## src/rtl/pipe_pkg.sv

```systemverilog
// Shared pipeline-register definitions: bundle widths, control bit map,
// and the ID/EX data-field layout.
package pipe_pkg;

    localparam int CTRL_W = 8;
    localparam int DATA_W = 160;

    localparam int CTRL_WB_EN  = 0;
    localparam int CTRL_MEM_RD = 1;
    localparam int CTRL_MEM_WR = 2;
    localparam int CTRL_BRANCH = 3;
    localparam int CTRL_S      = 4;
    localparam int CTRL_IMM    = 5;
    localparam int CTRL_CARRY  = 6;
    localparam int CTRL_SPARE  = 7;

    localparam int IDEX_PC_LSB   = 0;
    localparam int IDEX_PC_W     = 32;
    localparam int IDEX_RN_LSB   = 32;
    localparam int IDEX_RN_W     = 32;
    localparam int IDEX_RM_LSB   = 64;
    localparam int IDEX_RM_W     = 32;
    localparam int IDEX_SHOP_LSB = 96;
    localparam int IDEX_SHOP_W   = 12;
    localparam int IDEX_SIMM_LSB = 108;
    localparam int IDEX_SIMM_W   = 24;
    localparam int IDEX_DEST_LSB = 132;
    localparam int IDEX_SRC1_LSB = 136;
    localparam int IDEX_SRC2_LSB = 140;
    localparam int IDEX_REG_W    = 4;
    localparam int IDEX_USED_W   = 144;

    // Field order mirrors the offsets above: pc sits at bit 0.
    typedef struct packed {
        logic [IDEX_REG_W-1:0]  src2;
        logic [IDEX_REG_W-1:0]  src1;
        logic [IDEX_REG_W-1:0]  dest;
        logic [IDEX_SIMM_W-1:0] signed_imm;
        logic [IDEX_SHOP_W-1:0] shift_operand;
        logic [IDEX_RM_W-1:0]   val_rm;
        logic [IDEX_RN_W-1:0]   val_rn;
        logic [IDEX_PC_W-1:0]   pc;
    } idex_data_t;

    localparam logic [CTRL_W-1:0] CTRL_SIDE_FX_MASK =
        CTRL_W'((1 << CTRL_WB_EN) | (1 << CTRL_MEM_WR) | (1 << CTRL_BRANCH));

    function automatic logic [DATA_W-1:0] pack_idex(input idex_data_t d);
        return {{(DATA_W - IDEX_USED_W){1'b0}}, d};
    endfunction

    function automatic logic ctrl_side_effect(input logic [CTRL_W-1:0] c);
        return |(c & CTRL_SIDE_FX_MASK);
    endfunction

endpackage

```

## src/rtl/pipe_stage_skid_reg_if.sv

```systemverilog
// Valid/ready beat carrying one control bundle and one data bundle.
// master drives the beat, slave returns ready.
interface pipe_stage_skid_reg_if #(
    parameter int CTRL_W = pipe_pkg::CTRL_W,
    parameter int DATA_W = pipe_pkg::DATA_W
);

    logic              valid;
    logic              ready;
    logic [CTRL_W-1:0] ctrl;
    logic [DATA_W-1:0] data;

    modport master (
        output valid,
        output ctrl,
        output data,
        input  ready
    );

    modport slave (
        input  valid,
        input  ctrl,
        input  data,
        output ready
    );

endinterface

```

## src/rtl/pipe_stage_skid_reg.sv

```systemverilog
// Elastic pipeline register: main entry plus one skid entry, so the
// upstream ready is a flop output and never a combinational path.
module pipe_stage_skid_reg #(
    parameter int CTRL_W         = pipe_pkg::CTRL_W,
    parameter int DATA_W         = pipe_pkg::DATA_W,
    parameter bit ZERO_ON_BUBBLE = 1'b1
) (
    input  logic                  clk,
    input  logic                  rst,
    input  logic                  flush,
    pipe_stage_skid_reg_if.slave  up,
    pipe_stage_skid_reg_if.master dn,
    output logic [1:0]            occupancy
);

    import pipe_pkg::*;

    localparam int NENT = 2;
    localparam int MI   = 0;
    localparam int SI   = 1;

    logic [NENT-1:0]   w_vld;
    logic [CTRL_W-1:0] w_ctrl     [NENT];
    logic [DATA_W-1:0] w_data     [NENT];
    logic [NENT-1:0]   w_ld;
    logic [NENT-1:0]   w_vld_nxt;
    logic [CTRL_W-1:0] w_ctrl_nxt [NENT];
    logic [DATA_W-1:0] w_data_nxt [NENT];

    logic w_clr;
    logic w_in_fire;
    logic w_out_fire;
    logic w_m_free;
    logic w_mask;

    for (genvar g = 0; g < NENT; g++) begin : g_ent
        logic              r_vld;
        logic [CTRL_W-1:0] r_ctrl;
        logic [DATA_W-1:0] r_data;

        always_ff @(posedge clk) begin
            r_vld <= w_vld_nxt[g];
            if (w_ld[g]) begin
                r_ctrl <= w_ctrl_nxt[g];
                r_data <= w_data_nxt[g];
            end
        end

        assign w_vld[g]  = r_vld;
        assign w_ctrl[g] = r_ctrl;
        assign w_data[g] = r_data;
    end

    assign w_clr      = rst | flush;
    assign w_in_fire  = up.valid & ~w_vld[SI];
    assign w_out_fire = w_vld[MI] & dn.ready;
    assign w_m_free   = ~w_vld[MI] | w_out_fire;

    always_comb begin
        w_ld      = '0;
        w_vld_nxt = w_vld;
        for (int i = 0; i < NENT; i++) begin
            w_ctrl_nxt[i] = '0;
            w_data_nxt[i] = '0;
        end

        if (w_clr) begin
            // Both valid bits and payloads drop; the inbound beat is lost.
            w_ld      = '1;
            w_vld_nxt = '0;
        end else if (w_m_free) begin
            if (w_vld[SI]) begin
                w_ld[MI]       = 1'b1;
                w_vld_nxt[MI]  = 1'b1;
                w_ctrl_nxt[MI] = w_ctrl[SI];
                w_data_nxt[MI] = w_data[SI];
                w_vld_nxt[SI]  = 1'b0;
            end else if (w_in_fire) begin
                w_ld[MI]       = 1'b1;
                w_vld_nxt[MI]  = 1'b1;
                w_ctrl_nxt[MI] = up.ctrl;
                w_data_nxt[MI] = up.data;
            end else begin
                w_vld_nxt[MI]  = 1'b0;
            end
        end else if (w_in_fire) begin
            w_ld[SI]       = 1'b1;
            w_vld_nxt[SI]  = 1'b1;
            w_ctrl_nxt[SI] = up.ctrl;
            w_data_nxt[SI] = up.data;
        end
    end

    assign w_mask = ZERO_ON_BUBBLE & ~w_vld[MI];

    assign up.ready  = ~w_vld[SI];
    assign dn.valid  = w_vld[MI];
    assign dn.ctrl   = w_mask ? '0 : w_ctrl[MI];
    assign dn.data   = w_mask ? '0 : w_data[MI];
    assign occupancy = {1'b0, w_vld[MI]} + {1'b0, w_vld[SI]};

endmodule

```

## src/flat_wrapper.sv

```systemverilog
// flat-port wrapper written by rule: the top's interface ports become plain ports
module pipe_stage_skid_reg_flat import pipe_pkg::*;
#(
    parameter int CTRL_W         = pipe_pkg::CTRL_W,
    parameter int DATA_W         = pipe_pkg::DATA_W,
    parameter bit ZERO_ON_BUBBLE = 1'b1
)
  (clk, rst, flush, occupancy, up_valid, up_ctrl, up_data, up_ready, dn_valid, dn_ctrl, dn_data, dn_ready);
  pipe_stage_skid_reg_if #(.CTRL_W(CTRL_W), .DATA_W(DATA_W)) up_i ();
  pipe_stage_skid_reg_if #(.CTRL_W(CTRL_W), .DATA_W(DATA_W)) dn_i ();
  input  logic clk;
  input  logic rst;
  input  logic flush;
  output logic [1:0] occupancy;
  input wire logic [$bits(up_i.valid)-1:0] up_valid;
  input wire logic [$bits(up_i.ctrl)-1:0] up_ctrl;
  input wire logic [$bits(up_i.data)-1:0] up_data;
  output wire logic [$bits(up_i.ready)-1:0] up_ready;
  output wire logic [$bits(dn_i.valid)-1:0] dn_valid;
  output wire logic [$bits(dn_i.ctrl)-1:0] dn_ctrl;
  output wire logic [$bits(dn_i.data)-1:0] dn_data;
  input wire logic [$bits(dn_i.ready)-1:0] dn_ready;
  assign up_i.valid = up_valid;
  assign up_i.ctrl = up_ctrl;
  assign up_i.data = up_data;
  assign up_ready = up_i.ready;
  assign dn_valid = dn_i.valid;
  assign dn_ctrl = dn_i.ctrl;
  assign dn_data = dn_i.data;
  assign dn_i.ready = dn_ready;
  pipe_stage_skid_reg #(.CTRL_W(CTRL_W), .DATA_W(DATA_W), .ZERO_ON_BUBBLE(ZERO_ON_BUBBLE)) u_core (.clk(clk), .rst(rst), .flush(flush), .up(up_i), .dn(dn_i), .occupancy(occupancy));
endmodule
```

## config.mk

```make
export PLATFORM = sky130hd
export DESIGN_NAME = pipe_stage_skid_reg_flat
export DESIGN_NICKNAME = d
export VERILOG_FILES = /design/src/rtl/pipe_pkg.sv /design/src/rtl/pipe_stage_skid_reg_if.sv /design/src/rtl/pipe_stage_skid_reg.sv /design/src/flat_wrapper.sv
export SDC_FILE = /design/constraint.sdc
export NUM_CORES = 1
export LEC_CHECK = 0
export ABC_AREA = 1
export BUFFER_PORTS_ARGS = -buffer_cell sky130_fd_sc_hd__buf_2
export CAP_MARGIN = 20
export CORE_MARGIN = 4
export CORE_UTILIZATION = 58
export CTS_CLUSTER_SIZE = 12
export DETAILED_ROUTE_END_ITERATION = 16
export GPL_TIMING_DRIVEN = 0
export PLACE_DENSITY_LB_ADDON = 0.3
export SETUP_SLACK_MARGIN = 0.3
export SYNTH_ARGS = -nofsm -noshare
export SYNTH_HDL_FRONTEND = slang
export SYNTH_SLANG_ARGS = --single-unit
```

## constraint.sdc

```tcl
create_clock -name clk -period 51.8 [get_ports clk]
set_clock_uncertainty 0.2 [all_clocks]
set_input_delay 12.95 -clock clk [delete_from_list [all_inputs] [get_ports clk]]
set_output_delay 12.95 -clock clk [all_outputs]
set_load 0.01 [all_outputs]
```

==> run_results.csv <==
group,metric,value,unit
synth,synthesis.nets,1647,
floorplan,core_area,25300,um2
sta,worst_pin_slew,0.766,ns
layout,nets,2036,
status,status,"complete, no violations",
sta,relSlewSlack,48.9,%
grt,grt_pass1_wl,59100,um
synth,ys_seq_elements,338,
grt,track_usage,26.1,%
floorplan,placementRows,58,
clocking,cts_made_buffers,36,
critical_path,cp_max_fo,10,
pwr,combPwrFrac,6.5,%
sta,finalCritPeriodShare,29.7,%
detailed_routing,postRouteAntennaNets,0,
critical_path,crit_chain,"buf_2, buf_2, buf_2, nand2_1, inv_1, buf_2",
placement,place_inst,2154,
detailed_routing,drt_iter0_drc,1221,
placement,dpl.hpwl,26800,um
grt,grt.overflow.total,0,
clocking,postCtsHoldBufs,0,
critical_path,cp-end-kind,"output port",
worst_hold_path,min_path_type,"flip-flop to flip-flop",
sta,max_freq,0.0650,GHz
synth,synth_cell_types,17,
grt,grt_pass1_vias,11400,
detailed_routing,vias,11800,
placement,io_buffers,343,
sta,setup_tns,0,ns
floorplan,ioPinCount,345,
detailed_routing,vias_per_cell,5.31,
synth,netlist_top_cells_area,"edfxtp_1, nand2_1, a21oi_1, nand3_1, inv_1",
critical_path,cp_data_required_time,38.65,ns
clocking,clock_latency,0.52,ns
sta,hold_viol_final,0,
sta,finalCriticalPeriod,15.39,ns
layout,layout_common_cells,"buf_2, nand2_1, edfxtp_1, inv_1, nor2_1",
floorplan,dieArea,28500,um2
detailed_routing,wirelength,38200,um
clocking,numClockSinks,338,
floorplan,start_util,59.2,%
critical_path,critPathLaunchType,"flip-flop",
floorplan,die_w,169,um
detailed_routing,wl_per_cell,17.2,um
detailed_routing,first_pass_iters,7,
job,cap_violations,0,
layout,drive_gt1_share,25.9,%
critical_path,cpPeakStageDelay,0.41,ns
pwr,p_leak,9.01,nW
sta,finalSetupViolCount,0,
synth,avgSynthCellArea,10.2,um2
floorplan,fp.dieH,169,um
detailed_routing,drcViolationCount,0,
layout,fillCellCount,1806,
sta,holdWs,0.400,ns
clocking,h-tree-depth,2,
pwr,p_sw,130,uW
layout,areaGrowthSynthToFinish,22.5,%
clocking,cts_resized,0,
clocking,clock-root-buffer,"clkbuf_16",
grt,antenna_found_initial,3,
synth,synth_area,15000,um2
critical_path,cp_slowest_cell,"buf_2",
layout,seq_area,10100,um2
synth,synth_cells,1473,
clocking,post-cts-setup-buffers,0,
grt,grt_max_degree,67,
critical_path,arrival,2.24,ns
critical_path,path_common_cell,"buf_2",
pwr,p_clk_share,39.4,%
placement,gp_congestion,0.831,
synth,seq_area_frac_synth,67.6,%
clocking,cts_tree,"built",
pwr,swShare,22.0,%
sta,rsz0062_at_grt,"no",
clocking,clk_pin_slew,0.06,ns
sta,slew_viol_final,0,
synth,yosysWarnings,0,
pwr,p_int,460,uW
layout,multi_input_area,3670,um2
pwr,pwr-share-seq,54.1,%
pwr,ir_worst_vdd,0.0000305,V
critical_path,crit_type,"flip-flop to output port",
layout,stdcell_count,2217,
synth,synth_area_leader_cell,"edfxtp_1",
clocking,clockBufferDepth,3,
pwr,power.density,32.1,nW/um2
layout,final_common_cell,"buf_2",
synth,synth.top_cell.area_share,67.3,%
==> through the flow <==
step                      power [mW]  util (%)  area (um2)  setup slack (ns)
after detailed placement       0.363      68.4       17300             36.04
final                          0.590      72.5       18400             36.41
after floorplan                0.347         -       15000             25.45
after CTS                      0.592      72.5       18400             36.39
after global routing           0.609      72.5       18400             36.31
after global placement         0.366      67.6       17100             20.02
==> layout make-up <==
cell class                      count  area share [%]
Clock inverter                     11           0.293
Tap cell                          330            2.25
Sequential cell                   338            55.2
Multi-Input combinational cell    853            20.0
Clock buffer                       51            5.33
Inverter                          171            3.50
Buffer                            111            3.09
Antenna cell                        1          0.0136
Timing Repair Buffer              351            10.3
==> kinds of logic after synthesis <==
group,count (synthesis),share of synthesized area [%]
AND/OR/NAND/NOR,683,18.6
flip-flops,338,67.6
buffers and inverters,282,8.07
AO/OA/AOI/OAI,169,5.64
adder cells (fa/ha/maj),1,0.0835
==> sequential cells by signal, indices dropped and copies added, names as in the netlist <==
signal               flops
u_core.g_ent.r_ctrl     16
u_core.g_ent.r_data    320
u_core.dn.valid          1
u_core.g_ent.r_vld       1
==> metal layers <==
layer	up-vias	routed length, um	track usage (%)
met5	-	34	0
met4	6	1110	8.12
met3	92	3490	5.39
met2	555	19000	44.9
met1	5459	14500	33.5
li1	5655	-	-
==> path summary, 6_finish.rpt <==
check	startpoint	end	slack [ns]	depth (start not counted)
max	u_core.dn.valid$_SDFFE_PP0P_	dn_data[132]	36.41	6
min	u_core.g_ent[1].r_data[153]$_SDFFCE_PP0P_	u_core.g_ent[0].r_data[153]$_SDFFCE_PP0P_	0.40	2
max reg2reg	u_core.g_ent[1].r_vld$_SDFFE_PP0P_	u_core.g_ent[0].r_data[85]$_SDFFCE_PP0P_	48.83	8
min reg2reg	u_core.g_ent[1].r_data[153]$_SDFFCE_PP0P_	u_core.g_ent[0].r_data[153]$_SDFFCE_PP0P_	0.40	2
==> power by group through the flow <==
stage	Combinational, mW	Sequential (mW)	Clock (mW)
3_5_place_dp	0.0381	0.325	0
4_1_cts	0.0384	0.319	0.234
5_1_grt	0.0421	0.320	0.247
2_1_floorplan	0.0201	0.327	0
3_3_place_gp	0.0354	0.330	0
6_report	0.0384	0.319	0.232
==> synthesized netlist by cell type <==
| cell | instances |
|---|---|
| nand2_2 | 2 |
| nor2_1 | 170 |
| ha_1 | 1 |
| dfxtp_1 | 2 |
| buf_2 | 76 |
| nand3_1 | 168 |
| inv_2 | 1 |
| nand2_1 | 341 |
| buf_4 | 11 |
| nor2_4 | 1 |
| a21oi_1 | 168 |
| clkbuf_1 | 22 |
| buf_6 | 2 |
| edfxtp_1 | 336 |
| o21ai_0 | 1 |
| nand3_2 | 1 |
| inv_1 | 170 |
==> critical path, delay by kind of cell, from the launching register on <==
kind / cells / cell delay, ns
flops: 1 / 0.40
buf+inv: 5 / 1.23
simple gates: 1 / 0.08
Power figures use the tool's default switching activity.
